[config.mk]
export PLATFORM = sky130hd
export DESIGN_NAME = uart_rx_cfg_ctrl
export DESIGN_NICKNAME = d
export VERILOG_FILES = /design/src/rtl/uart_rx_cfg_ctrl.sv
export SDC_FILE = /design/constraint.sdc
export NUM_CORES = 1
export LEC_CHECK = 0
export BUFFER_PORTS_ARGS = -buffer_cell sky130_fd_sc_hd__buf_2
export CAP_MARGIN = 40
export CORE_MARGIN = 5
export CORE_UTILIZATION = 53
export DETAILED_ROUTE_END_ITERATION = 10
export PLACE_DENSITY = 0.84
export SYNTH_ARGS = -nofsm -noshare
export SYNTH_HDL_FRONTEND = slang
export SYNTH_SLANG_ARGS = --single-unit
[constraint.sdc]
create_clock -name clk -period 4.7 [get_ports clk]
set_input_delay 0.705 -clock clk [delete_from_list [all_inputs] [get_ports clk]]
set_output_delay 0.705 -clock clk [all_outputs]
set_load 0.02 [all_outputs]
[src/rtl/uart_rx_cfg_ctrl.sv]
// Configuration controller for the UART receive path: owns the live prescale/parity
// settings and swaps them only after draining in-flight frames and waiting for line idle.
module uart_rx_cfg_ctrl #(
    parameter int unsigned IDLE_BITS = 2
) (
    input  logic       clk,
    input  logic       asy_reset,
    input  logic       RX_IN,
    input  logic       rx_busy,
    input  logic       cfg_req,
    input  logic [5:0] cfg_prescale,
    input  logic       cfg_parity_enable,
    input  logic       cfg_parity_type,
    output logic       cfg_ack,
    output logic       cfg_nack,
    output logic       rx_enable,
    output logic [5:0] prescale,
    output logic       parity_enable,
    output logic       parity_type
);

    localparam int unsigned PW = 6;
    localparam int unsigned CW = 8;
    localparam logic [PW-1:0] RESET_PRESCALE = PW'(8);

    typedef enum logic [1:0] {
        RUN   = 2'd0,
        DRAIN = 2'd1,
        APPLY = 2'd2,
        QUIET = 2'd3
    } state_t;

    state_t        state, state_nxt;
    logic          drain_seen, drain_seen_nxt;
    logic [CW-1:0] quiet_cnt, quiet_cnt_nxt;
    logic [PW-1:0] sh_prescale, sh_prescale_nxt;
    logic          sh_parity_enable, sh_parity_enable_nxt;
    logic          sh_parity_type, sh_parity_type_nxt;
    logic [PW-1:0] prescale_nxt;
    logic          parity_enable_nxt, parity_type_nxt;
    logic          cfg_ack_nxt, cfg_nack_nxt, rx_enable_nxt;
    logic          prescale_legal_c;
    logic [CW-1:0] quiet_limit_c;

    assign prescale_legal_c = (cfg_prescale == PW'(8))  ||
                              (cfg_prescale == PW'(16)) ||
                              (cfg_prescale == PW'(32));

    // Idle requirement tracks the live prescale; worst case 7*32-1 still fits 8 bits.
    assign quiet_limit_c = CW'(IDLE_BITS * 32'(prescale) - 32'd1);

    always_ff @(posedge clk) begin
        if (asy_reset) begin
            state            <= QUIET;
            drain_seen       <= 1'b0;
            quiet_cnt        <= '0;
            sh_prescale      <= '0;
            sh_parity_enable <= 1'b0;
            sh_parity_type   <= 1'b0;
            prescale         <= RESET_PRESCALE;
            parity_enable    <= 1'b0;
            parity_type      <= 1'b0;
            cfg_ack          <= 1'b0;
            cfg_nack         <= 1'b0;
            rx_enable        <= 1'b0;
        end else begin
            state            <= state_nxt;
            drain_seen       <= drain_seen_nxt;
            quiet_cnt        <= quiet_cnt_nxt;
            sh_prescale      <= sh_prescale_nxt;
            sh_parity_enable <= sh_parity_enable_nxt;
            sh_parity_type   <= sh_parity_type_nxt;
            prescale         <= prescale_nxt;
            parity_enable    <= parity_enable_nxt;
            parity_type      <= parity_type_nxt;
            cfg_ack          <= cfg_ack_nxt;
            cfg_nack         <= cfg_nack_nxt;
            rx_enable        <= rx_enable_nxt;
        end
    end

    always_comb begin
        state_nxt            = state;
        drain_seen_nxt       = drain_seen;
        quiet_cnt_nxt        = quiet_cnt;
        sh_prescale_nxt      = sh_prescale;
        sh_parity_enable_nxt = sh_parity_enable;
        sh_parity_type_nxt   = sh_parity_type;
        prescale_nxt         = prescale;
        parity_enable_nxt    = parity_enable;
        parity_type_nxt      = parity_type;
        cfg_nack_nxt         = 1'b0;

        case (state)
            RUN: begin
                if (cfg_req) begin
                    if (prescale_legal_c) begin
                        sh_prescale_nxt      = cfg_prescale;
                        sh_parity_enable_nxt = cfg_parity_enable;
                        sh_parity_type_nxt   = cfg_parity_type;
                        drain_seen_nxt       = 1'b0;
                        state_nxt            = DRAIN;
                    end else begin
                        cfg_nack_nxt = 1'b1;
                    end
                end
            end
            // Two consecutive idle samples cover the RX FSM's one-cycle start latency.
            DRAIN: begin
                if (rx_busy) begin
                    drain_seen_nxt = 1'b0;
                end else if (drain_seen) begin
                    prescale_nxt      = sh_prescale;
                    parity_enable_nxt = sh_parity_enable;
                    parity_type_nxt   = sh_parity_type;
                    state_nxt         = APPLY;
                end else begin
                    drain_seen_nxt = 1'b1;
                end
            end
            APPLY: begin
                quiet_cnt_nxt = '0;
                state_nxt     = QUIET;
            end
            QUIET: begin
                if (!RX_IN) begin
                    quiet_cnt_nxt = '0;
                end else if (quiet_cnt == quiet_limit_c) begin
                    quiet_cnt_nxt = '0;
                    state_nxt     = RUN;
                end else begin
                    quiet_cnt_nxt = quiet_cnt + CW'(1);
                end
            end
            default: begin
                state_nxt = QUIET;
            end
        endcase

        cfg_ack_nxt   = (state_nxt == APPLY);
        rx_enable_nxt = (state_nxt == RUN);
    end

endmodule

# [Word-level counts from Yosys, hierarchy flattened]
# Index checks and enable logic that the tools add are counted.
[word_totals] wordCells=52 regBits=30 out_inout_bits=11
[classes] n_eq_ne=10 n_bitwise=3 muxes=15 n_reduce_logical=10 add_sub_neg=2
[ops] operator="8-bit 2-to-1 mux" n=2
[ops] operator="8-bit case mux with 2 select lines" n=1
[ops] operator="2-bit 2-to-1 mux" n=6
[ops] operator="3-bit AND reduction" n=3
[ops] operator="8-bit by 1-bit adder with 8-bit output (second input constant)" n=1
[ops] operator="8-bit == test" n=1
[ops] operator="2-bit case mux with 4 select lines" n=1
[ops] operator="7-bit by 1-bit subtractor with 8-bit output (second input constant)" n=1
[ops] operator="2-bit == test (second input constant)" n=3
[ops] operator="6-bit by 4-bit == test with 1-bit output (second input constant)" n=1
[ops] operator="6-bit by 5-bit == test with 1-bit output (second input constant)" n=1
[ops] operator="6-bit == test (second input constant)" n=1
[ops] operator="2-bit zero test" n=2
[ops] operator="1-bit 2-to-1 mux" n=4
[ops] operator="2-bit inequality test (second input constant)" n=2
[ops] operator="2-bit nonzero test" n=2
[ops] operator="1-bit NOT" n=3
[ops] operator="3-bit OR reduction" n=1
[ops] operator="2-bit by 1-bit == test with 1-bit output (second input constant)" n=1
[ops] operator="1-bit logical OR" n=2
[ops] operator="1-bit case mux with 2 select lines" n=1

# [Depth between registers and ports, before layout]
# Gate-level depths: netlist of run 1.
[logic_depth] ltp_word=7 depth_mapped=7 depth_no_buf=7

# [Worst setup path after synthesis of run 1]
# Ideal clock, no wire load.
[synth_path] path_type="reg-to-reg" from="reg prescale[0]" to="reg state[0]" period_less_slack_ns=2.020 setup_ns=0.138 path_buffers=0 arrival_ns=1.882 setup_slack_ns=2.680 stages_incl_launch_ff=8 cell_sequence="dfxtp_1 -> inv_1 -> ha_1 -> or3b_4 -> nor3_4 -> xor2_4 -> nor4_1 -> o21ai_0"
[synth_between] elab_chain_cells=5
[synth_rtl] item="start, declared" line="17" source="output logic [5:0] prescale,"
[synth_rtl] item="start signal, assigned" line="73" source="prescale <= prescale_nxt;"
[synth_rtl] item="7-bit by 1-bit subtractor with 8-bit output" line="50" source="assign quiet_limit_c = CW'(IDLE_BITS * 32'(prescale) - 32'd1);"
[synth_rtl] item="8-bit == test" line="128" source="end else if (quiet_cnt == quiet_limit_c) begin"
[synth_rtl] item="2-bit 2-to-1 mux" line="128"
[synth_rtl] item="2-bit 2-to-1 mux" line="126" source="if (!RX_IN) begin"
[synth_rtl] item="2-bit case mux with 4 select lines" line="94" source="case (state)"
[synth_rtl] item="end signal, assigned" line="67" source="state <= state_nxt;"
[synth_rtl] item="end, declared" line="33" source="state_t state, state_nxt;"
# Every way passes these cells.
# A chain may end at the register's enable or synchronous reset.

# [Worst setup path in the final report of run 1]
# Ends and elaborated chain as after synthesis.

==> flow_summary.yaml, run 1 <==
status:
  outcome: "completed"
cts:
  cts_tree: "built"
  ctsResizeCount: 0
  cts_hold_repair.buffers: 0
  clk_pin_slew_ps: 110
  cts_root_buf: "clkbuf_4"
  clock_sinks: 30
  clk-insertion-delay-late_ps: 340
  cts_setup_buffers: 0
  cts_htree_levels: 2
  clock_path_buffers: 2
  cts_inserted_buffers: 5
logic_synthesis:
  async_flop_share_pct: 0
  ys_warn_count: 0
  ys_ff_latch: 30
  synth-seq-area-share_pct: 38.7
  synth.distinct_cells: 47
  synth_area_per_cell_um2: 9.51
  syn_nets: 178
  synth_ff_type: "dfxtp_1"
  yosys-top-cells-area: "dfxtp_1 (39%), mux2i_1 (7.7%), nor2_1 (3.9%)"
  synth_edf_count: 0
  syn_inst: 163
  syn_area_um2: 1550
  yosys.area.top_type: "dfxtp_1"
  yosysTopAreaCellShare_pct: 38.7
pwr:
  ir_drop_mv: 0.310
  power.density_nw_per_um2: 257
  leakage_nw: 0.696
placement:
  place.gp.congestion: 0.771
  hpwlAfterDp_mm: 2.34
  port_buffers: 23
critical_path:
  required_ps: 4910
  cp.buffers_inverters: 1
  end_kind: "flip-flop"
  cpMaxStageDelayCell: "nor4_1"
  cp_num_cells: 7
  timing.critical_path.to: "state[0]$_SDFF_PP1_"
  cpPeakStageDelay_ps: 520
  regToRegSetupSlack_ps: 2480
  worstRegToRegCells: 7
  crit_chain: "inv_1 -> ha_1 -> or3b_4 -> nor3_4 -> xor2_4 -> nor4_1 -> o21ai_0"
  critPathLaunchType: "flip-flop"
  reg2reg_from: "prescale[0]$_SDFFE_PP0P_"
  crit_start: "prescale[0]$_SDFFE_PP0P_"
  arrival_ps: 2420
  timing.rr.end: "state[0]$_SDFF_PP1_"
  crit_family: "simple AND/OR/NAND/NOR gates"
  path_max_fanout: 10
  crit_type: "reg2reg"
finish:
  syn_to_final_growth_pct: 10.7
  fillCellCount: 245
  num-nets-final: 201
  drive_above_1_share_pct: 24.1
  mostFrequentLayoutCell: "dfxtp_1"
  n_antenna_cell: 0
  layout_common_cells: "dfxtp_1 (30), buf_2 (23), nor2_1 (16)"
  final_core_util_pct: 61.7
floorplanning:
  num_rows: 19
  io_pins: 24
  core_um2: 2780
  die_w_um: 64.1
  die_area_um2: 4110
  die_h_um: 64.1
  start_util_pct: 55.7
drt:
  first_pass_iters: 4
  vias_per_cell: 5.96
  postRouteAntennaNets: 0
  wl_mm: 3.29
  drtIter0Drc: 95
  num_vias: 1299
  routedWlPerCell_um: 15.1
  route.detailed.drc: 0
sta:
  worstMarginPinSlew_ps: 550
  setup_tns_ps: 0
  drv_slew: 0
  hold_violations: 0
  fin_skew_ps: 12.0
  relSlewSlack_pct: 63.3
  fin_crit_ps: 2220
  rsz0062_at_grt: "false"
  fmax_ghz: 0.451
  finalSetupViolations: 0
  period_share_pct: 47.1
global_route:
  grt_util_met2_pct: 28.9
  busiest_layer: "met2"
  grt_pass1_wl_mm: 5.66
  antenna_found_initial: 0
  met1_usage_pct: 20.4
  grtUsageTotal_pct: 17.4
  grt_pass1_vias: 1233
  grt_overflow: 0
  grt_max_degree: 34
  use_met3_pct: 6.13
job:
  drv_cap: 0
worst_hold_path:
  hold_path_class: "reg2reg"
-- per-stage QoR --
| stage | power (mW) | hold slack, ps | std cells | setup WS [ps] | cell area (um2) |
|---|---|---|---|---|---|
| 2_1_floorplan | 0.272 | 430 | 163 | 2680 | 1550 |
| 3_3_place_gp | 0.278 | 449 | 210 | 2660 | 1650 |
| 5_1_grt | 0.464 | 504 | 218 | 2240 | 1720 |
| 6_report | 0.441 | 472 | 218 | 2480 | 1720 |
| 4_1_cts | 0.446 | 472 | 218 | 2480 | 1720 |
| 3_5_place_dp | 0.279 | 449 | 210 | 2490 | 1650 |
-- area by class of cell --
class / instances / area (um2) / share of cell area, %
Clock buffer: 6 / 51.3 / 2.99
Clock inverter: 2 / 12.5 / 0.729
Inverter: 3 / 11.3 / 0.656
Multi-Input combinational cell: 123 / 886 / 51.6
Sequential cell: 30 / 601 / 35.0
Tap cell: 31 / 38.8 / 2.26
Timing Repair Buffer: 23 / 115 / 6.71
-- worst register-to-register path, stage by stage, from the launching register on --
cell and delay [ps]:
dfxtp_1 370, inv_1 70, ha_1 180, or3b_4 420
nor3_4 200, xor2_4 160, nor4_1 520, o21ai_0 170
-- registers in the layout, summed over array words and instances (netlist names) --
| register | cells |
|---|---|
| cfg_ack | 1 |
| cfg_nack | 1 |
| drain_seen | 1 |
| parity_enable | 1 |
| parity_type | 1 |
| prescale | 6 |
| quiet_cnt | 8 |
| rx_enable | 1 |
| sh_parity_enable | 1 |
| sh_parity_type | 1 |
| sh_prescale | 6 |
| state | 2 |
-- per-layer routing --
| layer | vias up | wire length [um] |
|---|---|---|
| met4 | 0 | 68 |
| li1 | 643 | - |
| met2 | 40 | 1580 |
| met1 | 609 | 1460 |
| met3 | 7 | 188 |
| met5 | - | 0 |
-- cells in the mapped netlist (3+ instances only) --
cell type  number
dfxtp_1        30
nor2_1         16
mux2i_1        12
o21ai_0         7
a21oi_1         6
nand2_1         6
nor3_1          6
nand2b_1        5
o311ai_0        5
xor2_1          5
and2_1          4
nand3_1         4
o32ai_1         4
a31oi_1         3
and3_2          3
inv_1           3
nor4_1          3
nor4b_1         3
-- worst min-delay path by stage --
stage | startpoint | endpoint | slack [ps] | depth (start not counted)
6_report | sh_prescale[1]$_SDFFE_PP0P_ | sh_prescale[1]$_SDFFE_PP0P_ | 470 | 1
5_1_grt | sh_prescale[2]$_SDFFE_PP0P_ | sh_prescale[2]$_SDFFE_PP0P_ | 500 | 1
4_1_cts | sh_prescale[2]$_SDFFE_PP0P_ | sh_prescale[2]$_SDFFE_PP0P_ | 470 | 1
3_5_place_dp | sh_prescale[1]$_SDFFE_PP0P_ | sh_prescale[1]$_SDFFE_PP0P_ | 450 | 1
3_3_place_gp | sh_prescale[2]$_SDFFE_PP0P_ | sh_prescale[2]$_SDFFE_PP0P_ | 450 | 1
2_1_floorplan | sh_prescale[0]$_SDFFE_PP0P_ | sh_prescale[0]$_SDFFE_PP0P_ | 430 | 1
-- cell families (layout without fill, tap and decap cells) --
family                     after synthesis  count (layout)  synth area share, %
muxes                                   13              13                 8.47
buffers and inverters                   10              34                 4.12
DFF                                     30              30                 38.7
adders and majority gates                2               2                 1.61
and+or+nand+nor                         66              66                 25.3
xor gates and xnor gates                 8               8                 5.73
AOI/OAI and AO/OA                       34              34                 16.0
-- report_power, final --
group	switching (mW)	internal, mW	total (mW)
logic	0.0103	0.00686	0.0172
clock network	0.0963	0.0718	0.168
registers	0.000943	0.255	0.256
(Power assumes the default switching activity.)
==> inputs of run 2 (changes only) <==
- ABC_AREA: not set -> 1
- clock period: 4.7 -> 2.3 ns (I/O delays scaled with it)
==> flow_summary.yaml, run 2 <==
logic_synthesis:
  synth.area.mux_share_pct: 0
  yosysTopAreaCellShare_pct: 39.8
  synthAdderAreaFrac_pct: 1.66
  synth.distinct_cells: 24
  synth_ff_type: "dfxtp_1"
  yosys.area.top_type: "dfxtp_1"
  synthMostInstantiatedCell: "nand2_1"
  synth-compound-area-share_pct: 11.5
  syn_area_um2: 1510
  ys_top_cells_by_count: "nand2_1 (61), dfxtp_1 (30), nor2_1 (30)"
  synth_edf_count: 0
  synth_top_family_by_area: "simple AND/OR/NAND/NOR gates"
  async_flop_share_pct: 0
  syn_inst: 223
  synth-seq-area-share_pct: 39.8
  synthSimpleGateAreaFrac_pct: 36.0
  synth_area_per_cell_um2: 6.77
  syn_nets: 238
  yosys-top-cells-area: "dfxtp_1 (40%), nand2_1 (15%), nor2_1 (7.5%)"
  ys_warn_count: 0
  ys_ff_latch: 30
  synth-xor-area-share_pct: 2.90
sta:
  drv_slew: 0
  relSlewSlack_pct: 71.0
  fmax_ghz: 0.609
  worstMarginPinSlew_ps: 434
  hold_violations: 0
  fin_crit_ps: 1640
  fin_skew_ps: 10.3
  period_share_pct: 71.4
  setup_tns_ps: 0
  rsz0062_at_grt: "false"
  finalSetupViolations: 0
cts:
  clk-insertion-delay-late_ps: 330
  clock_path_buffers: 2
  cts_htree_levels: 2
  cts_inserted_buffers: 5
  cts_root_buf: "clkbuf_4"
  cts_setup_buffers: 0
  cts_hold_repair.buffers: 0
  cts_tree: "built"
  clock_sinks: 30
  clk_pin_slew_ps: 90
  ctsResizeCount: 0
floorplanning:
  die_h_um: 63.4
  start_util_pct: 55.2
  core_um2: 2730
  die_area_um2: 4020
  die_w_um: 63.4
  num_rows: 19
  io_pins: 24
finish:
  regMostFlops: "quiet_cnt"
  mostFrequentLayoutCell: "nand2_1"
  largest_reg_flops: 8
  multi_input_comb_area_um2: 786
  syn_to_final_growth_pct: 13.9
  drive_above_1_share_pct: 18.8
  fillCellCount: 272
  seq_area_um2: 601
  top_regs: "quiet_cnt (8), prescale (6), sh_prescale (6)"
  final_core_util_pct: 62.9
  num-nets-final: 264
  layout_common_cells: "nand2_1 (61), nor2_1 (30), dfxtp_1 (30)"
  n_antenna_cell: 0
global_route:
  antenna_found_initial: 0
  grt_max_degree: 18
  grt_pass1_wl_mm: 5.60
  grt_pass1_vias: 1358
  grt_overflow: 0
  grtUsageTotal_pct: 17.4
drt:
  first_pass_iters: 4
  vias_per_cell: 5.14
  postRouteAntennaNets: 0
  route.detailed.drc: 0
  drtIter0Drc: 84
  num_vias: 1444
  wl_mm: 3.22
  routedWlPerCell_um: 11.4
pwr:
  ir_drop_mv: 0.467
  power.density_nw_per_um2: 553
  leakage_nw: 0.809
critical_path:
  cpMaxStageDelayCell: "dfxtp_1"
  arrival_ps: 1870
  required_ps: 2520
  crit_family: "simple AND/OR/NAND/NOR gates"
  path_max_fanout: 7
  cp.buffers_inverters: 1
  critPathLaunchType: "flip-flop"
  end_kind: "flip-flop"
  crit_chain: "inv_2 -> ha_1 -> nand2_1 -> nand3_1 -> nor2_1 -> nand2_1 -> nor2_4 -> nand2_2 -> nand3_1 -> a21oi_1"
  cpPeakStageDelay_ps: 400
  crit_type: "reg2reg"
placement:
  port_buffers: 23
  hpwlAfterDp_mm: 2.48
  place.gp.congestion: 0.837
worst_hold_path:
  hold_path_class: "in2reg"
job:
  drv_cap: 0
status:
  outcome: "completed"
[run 2: final cells by class]
type / instances / area share, %
multi-input cells: 162 / 45.7
well taps: 31 / 2.25
flip-flops and latches: 30 / 34.9
inverters: 27 / 5.89
repair buffers: 23 / 6.69
clock buffers: 8 / 4.58
[run 2: metal layers]
metal,vias up,track usage [%],routed length [um]
met5,-,0,0
met4,0,8.31,61
met3,6,5.51,179
met2,33,28.9,1520
met1,647,19.9,1460
li1,758,-,-
[run 2: worst paths after layout]
path	start	end	slack (ps)	depth (start not counted)
max reg2reg	prescale[0]$_SDFFE_PP0P_	quiet_cnt[6]$_SDFFE_PP0P_	660	10
min reg2reg	sh_prescale[0]$_SDFFE_PP0P_	sh_prescale[0]$_SDFFE_PP0P_	450	2
max	prescale[0]$_SDFFE_PP0P_	quiet_cnt[6]$_SDFFE_PP0P_	660	10
min	cfg_parity_enable	sh_parity_enable$_SDFFE_PP0P_	260	3
[run 2: cell families (layout without fill, tap and decap cells)]
logic type	count (synthesis)	count (layout)
adder cells (fa/ha/maj)	2	2
AO/OA/AOI/OAI	33	33
XOR/XNOR	5	5
AND/OR/NAND/NOR	122	122
buffers and inverters	31	58
flip-flops	30	30
[run 2: tightest hold or removal path, delay by kind of cell]
family	cells	cell delay [ps]
AOI/OAI and AO/OA	1	70
and+or+nand+nor	1	70
buffers and inverters	1	70
[run 2: stage by stage]
stage / area, um2 / power [mW] / worst slack [ps] / instances / hold WS [ps]
after floorplan: 1510 / 0.558 / 655 / 223 / 416
after global placement: 1640 / 0.575 / 728 / 273 / 423
after detailed placement: 1640 / 0.576 / 664 / 273 / 431
after CTS: 1720 / 0.954 / 648 / 281 / 258
after global routing: 1720 / 0.998 / 517 / 281 / 243
final: 1720 / 0.952 / 657 / 281 / 258
[run 2: where the power goes]
group,switching [mW],leakage [nW],internal (mW)
Sequential,0.00358,0.242,0.521
Clock,0.180,0.0446,0.209
Combinational,0.0232,0.522,0.0153
Total,0.207,0.809,0.745
